==> src/rtl/kuz_pkg.sv <==
// Shared Kuznyechik constants and a reference GF(2^8) multiplier.
// The multiplier works modulo x^8+x^7+x^6+x+1.
package kuz_pkg;

  localparam logic [7:0] GF_POLY = 8'hC3;

  // Coefficients of the L linear layer, in the order the R stage applies them.
  localparam logic [7:0] L_COEFF [16] = '{
    8'd148, 8'd32,  8'd133, 8'd16,  8'd194, 8'd192, 8'd1,   8'd251,
    8'd1,   8'd192, 8'd194, 8'd16,  8'd133, 8'd32,  8'd148, 8'd1
  };

  function automatic logic [7:0] gf_mul(input logic [7:0] a, input logic [7:0] c);
    logic [7:0] acc;
    logic [7:0] sh;
    acc = 8'h00;
    sh  = a;
    for (int i = 0; i < 8; i++) begin
      if (c[i]) acc = acc ^ sh;
      sh = {sh[6:0], 1'b0} ^ (sh[7] ? GF_POLY : 8'h00);
    end
    return acc;
  endfunction

endpackage

==> src/rtl/gf_xtime.sv <==
// Multiply-by-x in GF(2^8): shift left, fold the overflow bit back with POLY.
module gf_xtime
  import kuz_pkg::*;
#(
  parameter logic [7:0] POLY = GF_POLY
) (
  input  logic [7:0] b,
  output logic [7:0] y
);

  assign y = {b[6:0], 1'b0} ^ (b[7] ? POLY : 8'h00);

endmodule

==> src/rtl/l_convertion_table_148.sv <==
// Kuznyechik L-layer coefficient unit: output_bytes = input_bytes * COEFF in GF(2^8),
// registered, one result per clock, latency 1.
module l_convertion_table_148
  import kuz_pkg::*;
#(
  parameter logic [7:0] COEFF = L_COEFF[0],
  parameter logic [7:0] POLY  = GF_POLY
) (
  input  logic       clk,
  input  logic       rst_n,
  input  logic       in_valid,
  input  logic [7:0] input_bytes,
  output logic       out_valid,
  output logic [7:0] output_bytes
);

  // taps[k] = xtime^k(input_bytes)
  logic [7:0] taps [8];
  logic [7:0] product;

  assign taps[0] = input_bytes;

  for (genvar k = 0; k < 7; k++) begin : g_chain
    gf_xtime #(.POLY(POLY)) u_xtime (
      .b (taps[k]),
      .y (taps[k+1])
    );
  end

  always_comb begin
    // NOTE: default assigned before the loop so no path leaves product unassigned (no latch).
    product = 8'h00;
    for (int k = 0; k < 8; k++) begin
      product = product ^ (taps[k] & {8{COEFF[k]}});
    end
  end

  // NOTE: state updates use <= so every flop samples pre-edge values, independent of block order.
  always_ff @(posedge clk or negedge rst_n) begin
    if (!rst_n) begin
      out_valid    <= 1'b0;
      output_bytes <= 8'h00;
    end else begin
      out_valid <= in_valid;
      if (in_valid) output_bytes <= product;
    end
  end

endmodule

==> config.mk <==
export PLATFORM = sky130hd
export DESIGN_NAME = l_convertion_table_148
export DESIGN_NICKNAME = d
export VERILOG_FILES = /design/src/rtl/kuz_pkg.sv /design/src/rtl/gf_xtime.sv /design/src/rtl/l_convertion_table_148.sv
export SDC_FILE = /design/constraint.sdc
export NUM_CORES = 1
export LEC_CHECK = 0
export ABC_AREA = 0
export BUFFER_PORTS_ARGS = -buffer_cell sky130_fd_sc_hd__clkbuf_2
export CORE_AREA = 3 3 40 42
export CTS_CLUSTER_SIZE = 24
export DETAILED_ROUTE_END_ITERATION = 8
export DIE_AREA = 0 0 43 45
export PLACE_DENSITY_LB_ADDON = 0.2
export SLEW_MARGIN = 10
export SYNTH_ARGS = -nofsm -noshare
export SYNTH_HDL_FRONTEND = slang
export SYNTH_SLANG_ARGS = --single-unit
export TNS_END_PERCENT = 30
==> constraint.sdc <==
create_clock -name clk -period 0.8 [get_ports clk]
set_input_delay 0.16 -clock clk [delete_from_list [all_inputs] [get_ports clk]]
set_output_delay 0.16 -clock clk [all_outputs]
set_load 0.02 [all_outputs]
# After elaboration in Yosys (flattened, before gate mapping)
# Cells that the tools add are included.
[op_classes]
bitwise = 9
mux = 7
[ops]
columns = ["operator", "n"]
rows = [
  ["8-bit XOR", 9],
  ["8-bit 2-to-1 mux", 7],
]
[totals]
ff_bits = 9
out_inout_bits = 9
wordCells = 18
inputBits = 11

# Logic depth before layout (Yosys ltp)
# Gate-level depths: netlist (run 1).
[logic_depth]
ltp_word = 15
ltp_mapped = 3
ltp_nobuf = 3

# Modules after synthesis
# Synthesis (run 1) repeated with hierarchy kept, for this count alone.
[unflattened]
cells_unflattened = 82
area_unflattened_um2 = 957.2
[modules_own_cells]
columns = ["module", "instances", "cells_each", "seq_area_each_um2", "area_each_um2"]
rows = [
  ["l_convertion_table_148", 1, 26, 225.2, 510.5],
  ["gf_xtime", 7, 8, 0.0, 63.8],
]

# Worst setup path before layout (run 1)
# Ideal clock, no wire load.
[synth_path]
path_kind = "in2reg"
startpoint = "input input_bytes[6]"
endpoint = "register output_bytes[7]"
t_arrival_ns = 1.001
slack_ns = -0.325
n_path_buf = 0
stages = 3
required_time_ns = 0.675
setup_ns = 0.125
cell_sequence = "xnor2_1 -> xor3_1 -> mux2_2"
[synth_between]
elab_chain_cells = 14
word_cells_on_any_way = 15
classes_between = "mux: 6; bitwise: 9"
[synth_lines]
columns = ["element", "line_no", "source"]
rows = [
  ["start: declaration", "l_convertion_table_148.sv:12", "input logic [7:0] input_bytes,"],
  ["8-bit XOR (*)", "gf_xtime.sv:11", "assign y = {b[6:0], 1'b0} ^ (b[7] ? POLY : 8'h00);"],
  ["8-bit 2-to-1 mux (*)", "gf_xtime.sv:11", ""],
  ["8-bit XOR (*)", "gf_xtime.sv:11", ""],
  ["8-bit 2-to-1 mux", "gf_xtime.sv:11", ""],
  ["8-bit XOR", "gf_xtime.sv:11", ""],
  ["8-bit 2-to-1 mux", "gf_xtime.sv:11", ""],
  ["8-bit XOR", "gf_xtime.sv:11", ""],
  ["8-bit 2-to-1 mux", "gf_xtime.sv:11", ""],
  ["8-bit XOR", "gf_xtime.sv:11", ""],
  ["8-bit 2-to-1 mux", "gf_xtime.sv:11", ""],
  ["8-bit XOR", "gf_xtime.sv:11", ""],
  ["8-bit 2-to-1 mux", "gf_xtime.sv:11", ""],
  ["8-bit XOR", "gf_xtime.sv:11", ""],
  ["8-bit XOR (*)", "l_convertion_table_148.sv:34", "product = product ^ (taps[k] & {8{COEFF[k]}});"],
  ["end signal: assignment", "l_convertion_table_148.sv:45", "if (in_valid) output_bytes <= product;"],
  ["end: declaration", "l_convertion_table_148.sv:14", "output logic [7:0] output_bytes"],
]
# Mark *: on every way between the ends. The rest lies on a longest branch, timed or not.
# A chain may end at the register's enable or synchronous reset.

# Worst setup path after layout (run 1)
[layout_path]
startpoint = "register output_bytes[7]"
endpoint = "output output_bytes[7]"
# No word-level cell between the ends.

==> flow_summary_export.csv, run 1 <==
group,metric,value,unit
power_and_ir_drop,p_leak,0.3711,nW
sta,achievable-frequency,1051,MHz
clock_network,tritoncts_sinks,9,
clock_network,clk_latency,0.25,ns
finish,multi_input_area,270.3,um^2
finish,filler_cell_count,119,
critical_path,crit_type,"reg2out",
global_routing,grt_usage,11.58,%
critical_path,critical_path.max_stage_delay,0.40,ns
power_and_ir_drop,p_sw_share,30.58,%
power_and_ir_drop,vdd.ir_drop.worst,1.432,mV
sta,fin_crit,0.9518,ns
synthesis,yosysSeqAreaShare,48.78,%
finish,layout-drive-gt1-share,57.14,%
critical_path,crit_path_start,"output_bytes[7]",
die,row_count,13,
sta,worst_slew_margin_rel,85.10,%
critical_path,startpoint_type,"flip-flop",
critical_path,worst_r2r_startpoint,"output_bytes[7]",
power_and_ir_drop,clock_power_share,22.2,%
synthesis,syn-cell-area,461.7,um^2
clock_network,cts.path.max_buffers,2,
critical_path,endpoint_kind,"output pin",
route,drtPass1Iterations,3,
synthesis,most_frequently_used_flop_master_after_synthesis,"sky130_fd_sc_hd__dfrtp_1",
outcome,status,"finished, violations left",
synthesis,synth_async_sr_flop_share,100.0,%
power_and_ir_drop,power.density_cell_area,2004,mW/mm^2
synthesis,syn-mean-instance-area,12.82,um^2
sta,timing.final.crit_share,119.0,%
critical_path,r2r_slack,0.02,ns
synthesis,ys_warn_count,0,
power_and_ir_drop,sequentialPowerShare,38.3,%
synthesis,synthMostInstantiatedCell,"sky130_fd_sc_hd__xnor2_1",
clock_network,cts_root_buffer_type,"sky130_fd_sc_hd__clkbuf_4",
synthesis,synthesized_flop_and_latch_total,9,
placed_design,place_area,680.7,um^2
synthesis,largest_area_contributor_in_the_netlist,"sky130_fd_sc_hd__dfrtp_1",
min_path,hp-start,"in_valid",
sta,grt_setup_unrepaired,"yes",
clock_network,post_cts_repair_timing_setup_buffer_count,0,
placed_design,routabilityCongestion,0.6947,
synthesis,synth_cell_types,7,
die,floorplan.die.height,45,um
critical_path,cp_slowest_cell,"sky130_fd_sc_hd__dfrtp_1",
global_routing,first_pass_grt_wire_length,1.573,mm
sta,slew_viol_final,0,
placed_design,place.detailed.hpwl,785.5,um
clock_network,worst_setup_hold_path_clk_slew,0.06,ns
power_and_ir_drop,comb_power_share,39.5,%
clock_network,tritoncts,"done",
die,effective_utilization_at_floorplan,35.93,%
outcome,failing_checks,"setup timing",
finish,layout-area-overhead-vs-synth,66.12,%
die,core_area,0.001285,mm^2
clock_network,cts_htree_levels,1,
clock_network,cts_buffers,3,
sta,total_of_endpoints_with_negative_setup_slack_in_the_final_report,10,
finish,area.sequential,225.2,um^2
finish,finish.utilization,59.69,%
placed_design,post-place-cells,80,
critical_path,critical_path_required,0.64,ns
finish,final_cell_count_no_fill,85,
critical_path,path_cells,"buf_6",
sta,final_critical_path_setup_slack,-0.1518,ns
finish,design.final.nets,82,
placed_design,input_output_buffers,19,
global_routing,grt_antenna_before_repair,0,
die,die-area,0.001935,mm^2
sta,worst-slew-pin-transition,0.2235,ns
global_routing,grt_start_max_net_pins,10,
die,die_x,43,um
synthesis,synth_edf_count,0,
route,antenna_violating_nets_left,0,
global_routing,overflow,0,
power_and_ir_drop,cell_internal_pwr,1.067,mW
route,route.vias.total,373,
synthesis,synthTopCellsByArea,"sky130_fd_sc_hd__dfrtp_1 49%, sky130_fd_sc_hd__xnor2_1 23%, sky130_fd_sc_hd__xor3_1 10%, sky130_fd_sc_hd__mux2_2 9.8%, sky130_fd_sc_hd__a21oi_1 4.3%",
sta,timing.final.hold_violations,0,
sta,fin_worst_skew,0,ns
synthesis,number_of_standard_cells_after_synthesis,36,
route,wl_per_cell,11.38,um
critical_path,critical_path_buf_inv_count,1,
power_and_ir_drop,netSwitchingPower,0.4702,mW
synthesis,synth_commonest_cells,"12 x sky130_fd_sc_hd__xnor2_1, 9 x sky130_fd_sc_hd__dfrtp_1, 4 x sky130_fd_sc_hd__a21oi_1, 4 x sky130_fd_sc_hd__mux2_2, 4 x sky130_fd_sc_hd__nor2_1",
critical_path,timing.critical_path.max_delay_family,"flip-flops",
route,detail_route.drc_violations,0,
flow_run,max-cap-violations,0,
min_path,holdCritPathClass,"in2reg",
route,wl,967,um
route,via_per_instance_ratio,4.388,
global_routing,first_global_vias,369,
synthesis,mappedNetlistNets,47,
finish,antenna_cells_inserted,0,
critical_path,worstPathArrival,0.79,ns
critical_path,crit_fanout,2,
die,floorplan.io_pins,20,
route,detailedRoute.firstIterationViolations,4,
finish,layout.cell_area.non_filler,767.0,um^2
synthesis,synth.top_cell.area_share,48.78,%
[layout by cell type (no fill, tap or decap), drive strengths merged]
| master | Yosys | layout |
|---|---|---|
| clkbuf | 0 | 15 |
| a21oi | 4 | 4 |
| dfrtp | 9 | 9 |
| nor2 | 4 | 4 |
| buf | 1 | 19 |
| mux2 | 4 | 4 |
| xor3 | 2 | 2 |
| dlygate4sd3 | 0 | 1 |
| xnor2 | 12 | 12 |
[through the flow]
| stage | setup TNS [ns] | power, mW | hold WS [ns] | setup slack (ns) |
|---|---|---|---|---|
| final | -1.367 | 1.537 | 0.1390 | -0.1518 |
| after CTS | -1.488 | 1.503 | 0.1299 | -0.1697 |
| after detailed placement | -1.979 | 1.137 | 0.02709 | -0.3771 |
| after floorplan | -0.5621 | 0.9085 | -0.1356 | -0.2041 |
| after global placement | -1.880 | 1.132 | 0.02835 | -0.3619 |
| after global routing | -1.707 | 1.631 | 0.1414 | -0.1832 |
[state kept, by name (all words and copies together), names as in the netlist]
name and cells:
out_valid 1, output_bytes 8
[final timing paths]
path	end	depth (start not counted)
max in group asynchronous	output_bytes[4]	2
worst max-delay path	output_bytes[7]	1
worst max register to register	output_bytes[7]	1
min in group asynchronous	output_bytes[7]	2
worst min-delay path	out_valid	1
worst min register to register	output_bytes[3]	1
[per-layer routing]
| layer | global-route usage (%) | up-vias | wire, um |
|---|---|---|---|
| met5 | 0 | - | 0 |
| met4 | 7.229 | 0 | 10 |
| met3 | 5.578 | 2 | 91 |
| met2 | 17.96 | 15 | 465 |
| met1 | 12.85 | 165 | 399 |
| li1 | - | 191 | - |
[cells by family after synthesis]
group	Yosys count	share of synthesized area, %
buffers and inverters	1	0.8122
XOR/XNOR	14	33.06
flip-flops	9	48.78
AND/OR/NAND/NOR	4	3.251
multiplexers	4	9.755
AO/OA/AOI/OAI	4	4.336
[power by group through the flow]
stage,Clock (mW),Sequential (mW),Combinational [mW]
5_1_grt,0.383,0.597,0.651
6_report,0.341,0.589,0.608
3_5_place_dp,0,0.591,0.546
4_1_cts,0.357,0.584,0.561
2_1_floorplan,0,0.699,0.210
3_3_place_gp,0,0.592,0.540
[what timing repair did]
item / CTS / global route
pin swaps: 1 / 0
hold endpoints to repair: 9 / 0
endpoints found under the setup margin: 12 / 12
hold buffers: 1 / 0
gates resized for setup: 3 / 16
[final cells by class]
class                      count  share of cell area, %
multi-input combinational     26                  35.24
tap                           15                  2.447
timing repair buffer          31                  29.53
clock buffer                   4                  3.426
sequential                     9                  29.36
Note: power is estimated with default switching activity, not from simulation.
==> run 2: changes to the inputs <==
Settings changed: CORE_AREA 3 3 40 42 to 2 2 39 41, CTS_BUF_LIST set to sky130_fd_sc_hd__clkbuf_2 sky130_fd_sc_hd__clkbuf_4 sky130_fd_sc_hd__clkbuf_8, DIE_AREA 0 0 43 45 to 0 0 41 43.
==> flow_summary_export.csv, run 2 (synthesis results as in run 1) <==
group,metric,value,unit
outcome,status,"finished, violations left",
outcome,failing_checks,"setup timing",
sta,fin_worst_skew,0,ns
global_routing,grt_usage,13.66,%
clock_network,tritoncts,"done",
route,antenna_violating_nets_left,0,
sta,worst_slew_margin_rel,80.89,%
clock_network,worst_setup_hold_path_clk_slew,0.06,ns
critical_path,worstPathArrival,0.80,ns
critical_path,path_cells,"clkbuf_8",
clock_network,cts_buffers,3,
finish,layout.cells.most_common,"sky130_fd_sc_hd__clkbuf_2",
power_and_ir_drop,sequentialPowerShare,37.4,%
critical_path,r2r_slack,0.03,ns
clock_network,cts.path.max_buffers,2,
global_routing,use_met2,19.38,%
die,floorplan.die.height,43,um
placed_design,place.detailed.hpwl,752.8,um
critical_path,crit_fanout,2,
route,detail_route.drc_violations,0,
power_and_ir_drop,comb_power_share,38.4,%
route,wl,904,um
power_and_ir_drop,power.density_cell_area,2113,mW/mm^2
finish,register_with_the_most_flip_flops,"output_bytes",
sta,grt_setup_unrepaired,"yes",
sta,tns,-1.410,ns
route,route.vias.total,366,
critical_path,timing.critical_path.max_delay_family,"flip-flops",
finish,layout-drive-gt1-share,57.97,%
placed_design,routabilityCongestion,0.6728,
critical_path,critical_path_required,0.64,ns
min_path,holdCritPathClass,"in2reg",
die,die-area,0.001763,mm^2
die,row_count,14,
finish,reg.largest.list,"output_bytes (8), out_valid (1)",
global_routing,grt_start_max_net_pins,10,
global_routing,first_global_vias,355,
critical_path,endpoint_kind,"output pin",
global_routing,grt.met1_usage,15.20,%
critical_path,cp_slowest_cell,"sky130_fd_sc_hd__dfrtp_1",
clock_network,cts_htree_levels,1,
global_routing,grt.busiest_layer,"met2",
placed_design,place_area,659.4,um^2
route,wl_per_cell,10.64,um
die,core_area,0.001384,mm^2
route,via_per_instance_ratio,4.306,
power_and_ir_drop,cell_internal_pwr,1.099,mW
placed_design,input_output_buffers,19,
finish,layout.cell_area.non_filler,744.5,um^2
finish,final_cell_count_no_fill,85,
placed_design,dp_worst_setup_slack,-0.3708,ns
finish,antenna_cells_inserted,0,
sta,timing.final.crit_share,119.8,%
clock_network,clk_latency,0.26,ns
sta,timing.final.hold_violations,0,
route,drtPass1Iterations,2,
finish,design.final.nets,81,
global_routing,grt_antenna_before_repair,0,
power_and_ir_drop,p_sw_share,30.17,%
flow_run,max-cap-violations,0,
placed_design,post-place-cells,78,
critical_path,critical_path_buf_inv_count,1,
finish,commonest_cells_after_routing_fill_and_taps_aside,"11 x sky130_fd_sc_hd__clkbuf_2, 10 x sky130_fd_sc_hd__xnor2_1, 10 x sky130_fd_sc_hd__buf_4, 9 x sky130_fd_sc_hd__dfrtp_1",
sta,final_critical_path_setup_slack,-0.1588,ns
finish,layout-area-overhead-vs-synth,61.25,%
clock_network,tritoncts_sinks,9,
sta,achievable-frequency,1043,MHz
die,floorplan.io_pins,20,
route,detailedRoute.firstIterationViolations,1,
global_routing,first_pass_grt_wire_length,1.462,mm
critical_path,crit_type,"reg2out",
power_and_ir_drop,fin_total_pwr,1.573,mW
sta,worst-slew-pin-transition,0.2846,ns
critical_path,critical_path.max_stage_delay,0.39,ns
power_and_ir_drop,netSwitchingPower,0.4747,mW
sta,fin_crit,0.9588,ns
finish,largest_reg_flops,8,
clock_network,cts_root_buffer_type,"sky130_fd_sc_hd__clkbuf_4",
power_and_ir_drop,p_leak,0.3569,nW
sta,total_of_endpoints_with_negative_setup_slack_in_the_final_report,11,
die,effective_utilization_at_floorplan,33.36,%
power_and_ir_drop,clock_power_share,24.1,%
critical_path,startpoint_type,"flip-flop",
power_and_ir_drop,vdd.ir_drop.worst,1.427,mV
global_routing,overflow,0,
global_routing,global_route.usage.met3,9.424,%
die,die_x,41,um
sta,slew_viol_final,0,
==> run 2: per-stage QoR <==
step	utilization, %	hold WS [ns]
global placement	47.65	0.02878
floorplan	-	-0.1356
detailed placement	47.65	0.02480
finish	53.80	0.1288
global route	53.80	0.1211
CTS	51.72	0.1198
==> run 2: routing by layer <==
metal,vias to the layer above,share of wire (%)
li1,184,-
met2,13,54
met1,169,39
met3,0,7.1
met4,0,0
met5,-,0
==> run 2: power by group through the flow <==
stage	clock, mW	sequential, mW	combinational [mW]
floorplan	0	0.699	0.210
global placement	0	0.592	0.524
detailed placement	0	0.593	0.528
CTS	0.402	0.586	0.562
global route	0.427	0.598	0.652
finish	0.380	0.589	0.604
==> run 2: timing repair <==
action                                  in CTS  in global routing
hold buffers                                 1                  0
setup buffers                                1                  1
pin swaps                                    0                  1
gates resized for setup                      2                 14
endpoints found under the setup margin      10                 15
hold endpoints to repair                     9                  0
==> run 2: layout make-up <==
cell class	count	area [um^2]
fillers	124	639.4
multi-input cells	26	261.5
flip-flops and latches	9	225.2
repair buffers	30	207.7
clock buffers	4	30.03
well taps	16	20.02
==> run 2: path summary, 6_finish.rpt <==
kind                                      start               to  depth (start not counted)
worst max-delay path            output_bytes[4]  output_bytes[4]                          1
max in group asynchronous                 rst_n  output_bytes[7]                          2
min in group asynchronous                 rst_n  output_bytes[2]                          2
worst max register to register  output_bytes[0]  output_bytes[0]                          3
worst min register to register  output_bytes[1]  output_bytes[1]                          1
worst min-delay path                   in_valid        out_valid                          1
==> run 3: changes to the inputs <==
Settings changed: CORE_AREA 2 2 39 41 to unset, CORE_MARGIN set to 2, CORE_UTILIZATION set to 35, DIE_AREA 0 0 41 43 to unset.
==> flow_summary_export.csv, run 3 (synthesis results as in run 1) <==
group,metric,value,unit
placed_design,input_output_buffers,19,
finish,layout-drive-gt1-share,60.87,%
power_and_ir_drop,power.density_cell_area,2129,mW/mm^2
critical_path,timing.critical_path.max_delay_family,"flip-flops",
die,floorplan.die.height,40.32,um
route,detail_route.drc_violations,0,
placed_design,place.detailed.hpwl,764.1,um
sta,grt_setup_unrepaired,"yes",
critical_path,worstPathArrival,0.79,ns
placed_design,place_area,650.6,um^2
clock_network,cts_buffers,3,
critical_path,critical_path_required,0.64,ns
clock_network,cts_htree_levels,1,
die,die-area,0.001626,mm^2
finish,antenna_cells_inserted,0,
die,row_count,13,
finish,reg.largest.list,"output_bytes (8), out_valid (1)",
clock_network,tritoncts_sinks,9,
clock_network,worst_setup_hold_path_clk_slew,0.06,ns
global_routing,use_met2,26.98,%
route,detailedRoute.firstIterationViolations,1,
critical_path,path_cells,"buf_6",
power_and_ir_drop,vdd.ir_drop.worst,1.440,mV
global_routing,grt.busiest_layer,"met2",
route,route.vias.total,376,
critical_path,crit_type,"reg2out",
finish,commonest_cells_after_routing_fill_and_taps_aside,"11 x sky130_fd_sc_hd__clkbuf_2, 10 x sky130_fd_sc_hd__xnor2_1, 10 x sky130_fd_sc_hd__buf_4, 9 x sky130_fd_sc_hd__dfrtp_1",
sta,fin_crit,0.9523,ns
sta,slew_viol_final,0,
die,core_area,0.001269,mm^2
critical_path,crit_fanout,2,
die,effective_utilization_at_floorplan,36.39,%
global_routing,global_route.usage.met3,8.333,%
clock_network,tritoncts,"done",
placed_design,routabilityCongestion,0.7055,
global_routing,grt.met1_usage,15.68,%
sta,total_of_endpoints_with_negative_setup_slack_in_the_final_report,11,
placed_design,dp_worst_setup_slack,-0.4066,ns
power_and_ir_drop,p_leak,0.3597,nW
critical_path,r2r_slack,-0.06,ns
outcome,status,"finished, violations left",
finish,largest_reg_flops,8,
finish,layout.cell_area.non_filler,760.7,um^2
route,via_per_instance_ratio,4.476,
critical_path,startpoint_type,"flip-flop",
global_routing,overflow,0,
die,die_x,40.32,um
critical_path,endpoint_kind,"output pin",
critical_path,cp_slowest_cell,"sky130_fd_sc_hd__dfrtp_1",
flow_run,max-cap-violations,0,
clock_network,cts.path.max_buffers,2,
sta,timing.final.hold_violations,0,
sta,worst_slew_margin_rel,82.68,%
route,drtPass1Iterations,2,
critical_path,critical_path_buf_inv_count,1,
finish,register_with_the_most_flip_flops,"output_bytes",
critical_path,critical_path.max_stage_delay,0.40,ns
finish,layout.cells.most_common,"sky130_fd_sc_hd__clkbuf_2",
clock_network,cts_root_buffer_type,"sky130_fd_sc_hd__clkbuf_4",
global_routing,grt_antenna_before_repair,0,
sta,achievable-frequency,1050,MHz
global_routing,grt_start_max_net_pins,10,
power_and_ir_drop,fin_total_pwr,1.619,mW
sta,tns,-1.438,ns
route,wl,944,um
sta,fin_worst_skew,0,ns
global_routing,first_global_vias,400,
finish,finish.utilization,59.96,%
clock_network,clk_latency,0.26,ns
route,wl_per_cell,11.24,um
die,floorplan.io_pins,20,
sta,worst-slew-pin-transition,0.2579,ns
finish,design.final.nets,81,
route,antenna_violating_nets_left,0,
finish,layout-area-overhead-vs-synth,64.77,%
sta,timing.final.crit_share,119.0,%
outcome,failing_checks,"setup timing",
sta,final_critical_path_setup_slack,-0.1523,ns
global_routing,first_pass_grt_wire_length,1.580,mm
global_routing,grt_usage,15.53,%
min_path,holdCritPathClass,"in2reg",
==> run 3: layout make-up <==
class,count,area [um^2]
Tap cell,15,18.77
Timing Repair Buffer,30,214.0
Clock buffer,4,30.03
Multi-Input combinational cell,26,272.8
Sequential cell,9,225.2
Fill cell,116,508.0
==> run 3: where the power goes <==
part | switching, mW | leakage (nW) | internal [mW]
Combinational | 0.287 | 0.238 | 0.363
Sequential | 0.0507 | 0.103 | 0.541
Clock | 0.152 | 0.0184 | 0.226
==> run 3: path summary, 6_finish.rpt <==
check | to | cells past startpoint | from
max | output_bytes[7] | 1 | output_bytes[7]
min | out_valid | 1 | in_valid
max reg2reg | output_bytes[0] | 4 | output_bytes[0]
min reg2reg | output_bytes[3] | 1 | output_bytes[3]
max in group asynchronous | output_bytes[6] | 2 | rst_n
min in group asynchronous | output_bytes[4] | 2 | rst_n
==> run 3: routing by layer <==
layer  share of wire (%)  routed length (um)  up-vias
met5                   0                   0        -
met1                  40                 381      179
li1                    -                   -      186
met4                   0                   0        0
met2                  54                 511       11
met3                 5.4                  51        0
==> run 3: timing repair <==
| action | 4_1_cts | 5_1_grt |
|---|---|---|
| pin swaps | 1 | 0 |
| buffers inserted | 1 | 2 |
| resized for setup | 2 | 19 |
| hold buffers | 1 | 0 |
| setup endpoints to repair | 11 | 15 |
| endpoints found under the hold margin | 9 | 0 |
==> run 3: stage by stage <==
step | cells | hold slack, ns
5_1_grt | 84 | 0.1453
2_1_floorplan | 36 | -0.1356
4_1_cts | 82 | 0.1283
3_3_place_gp | 76 | 0.02923
3_5_place_dp | 76 | 0.02503
6_report | 84 | 0.1395
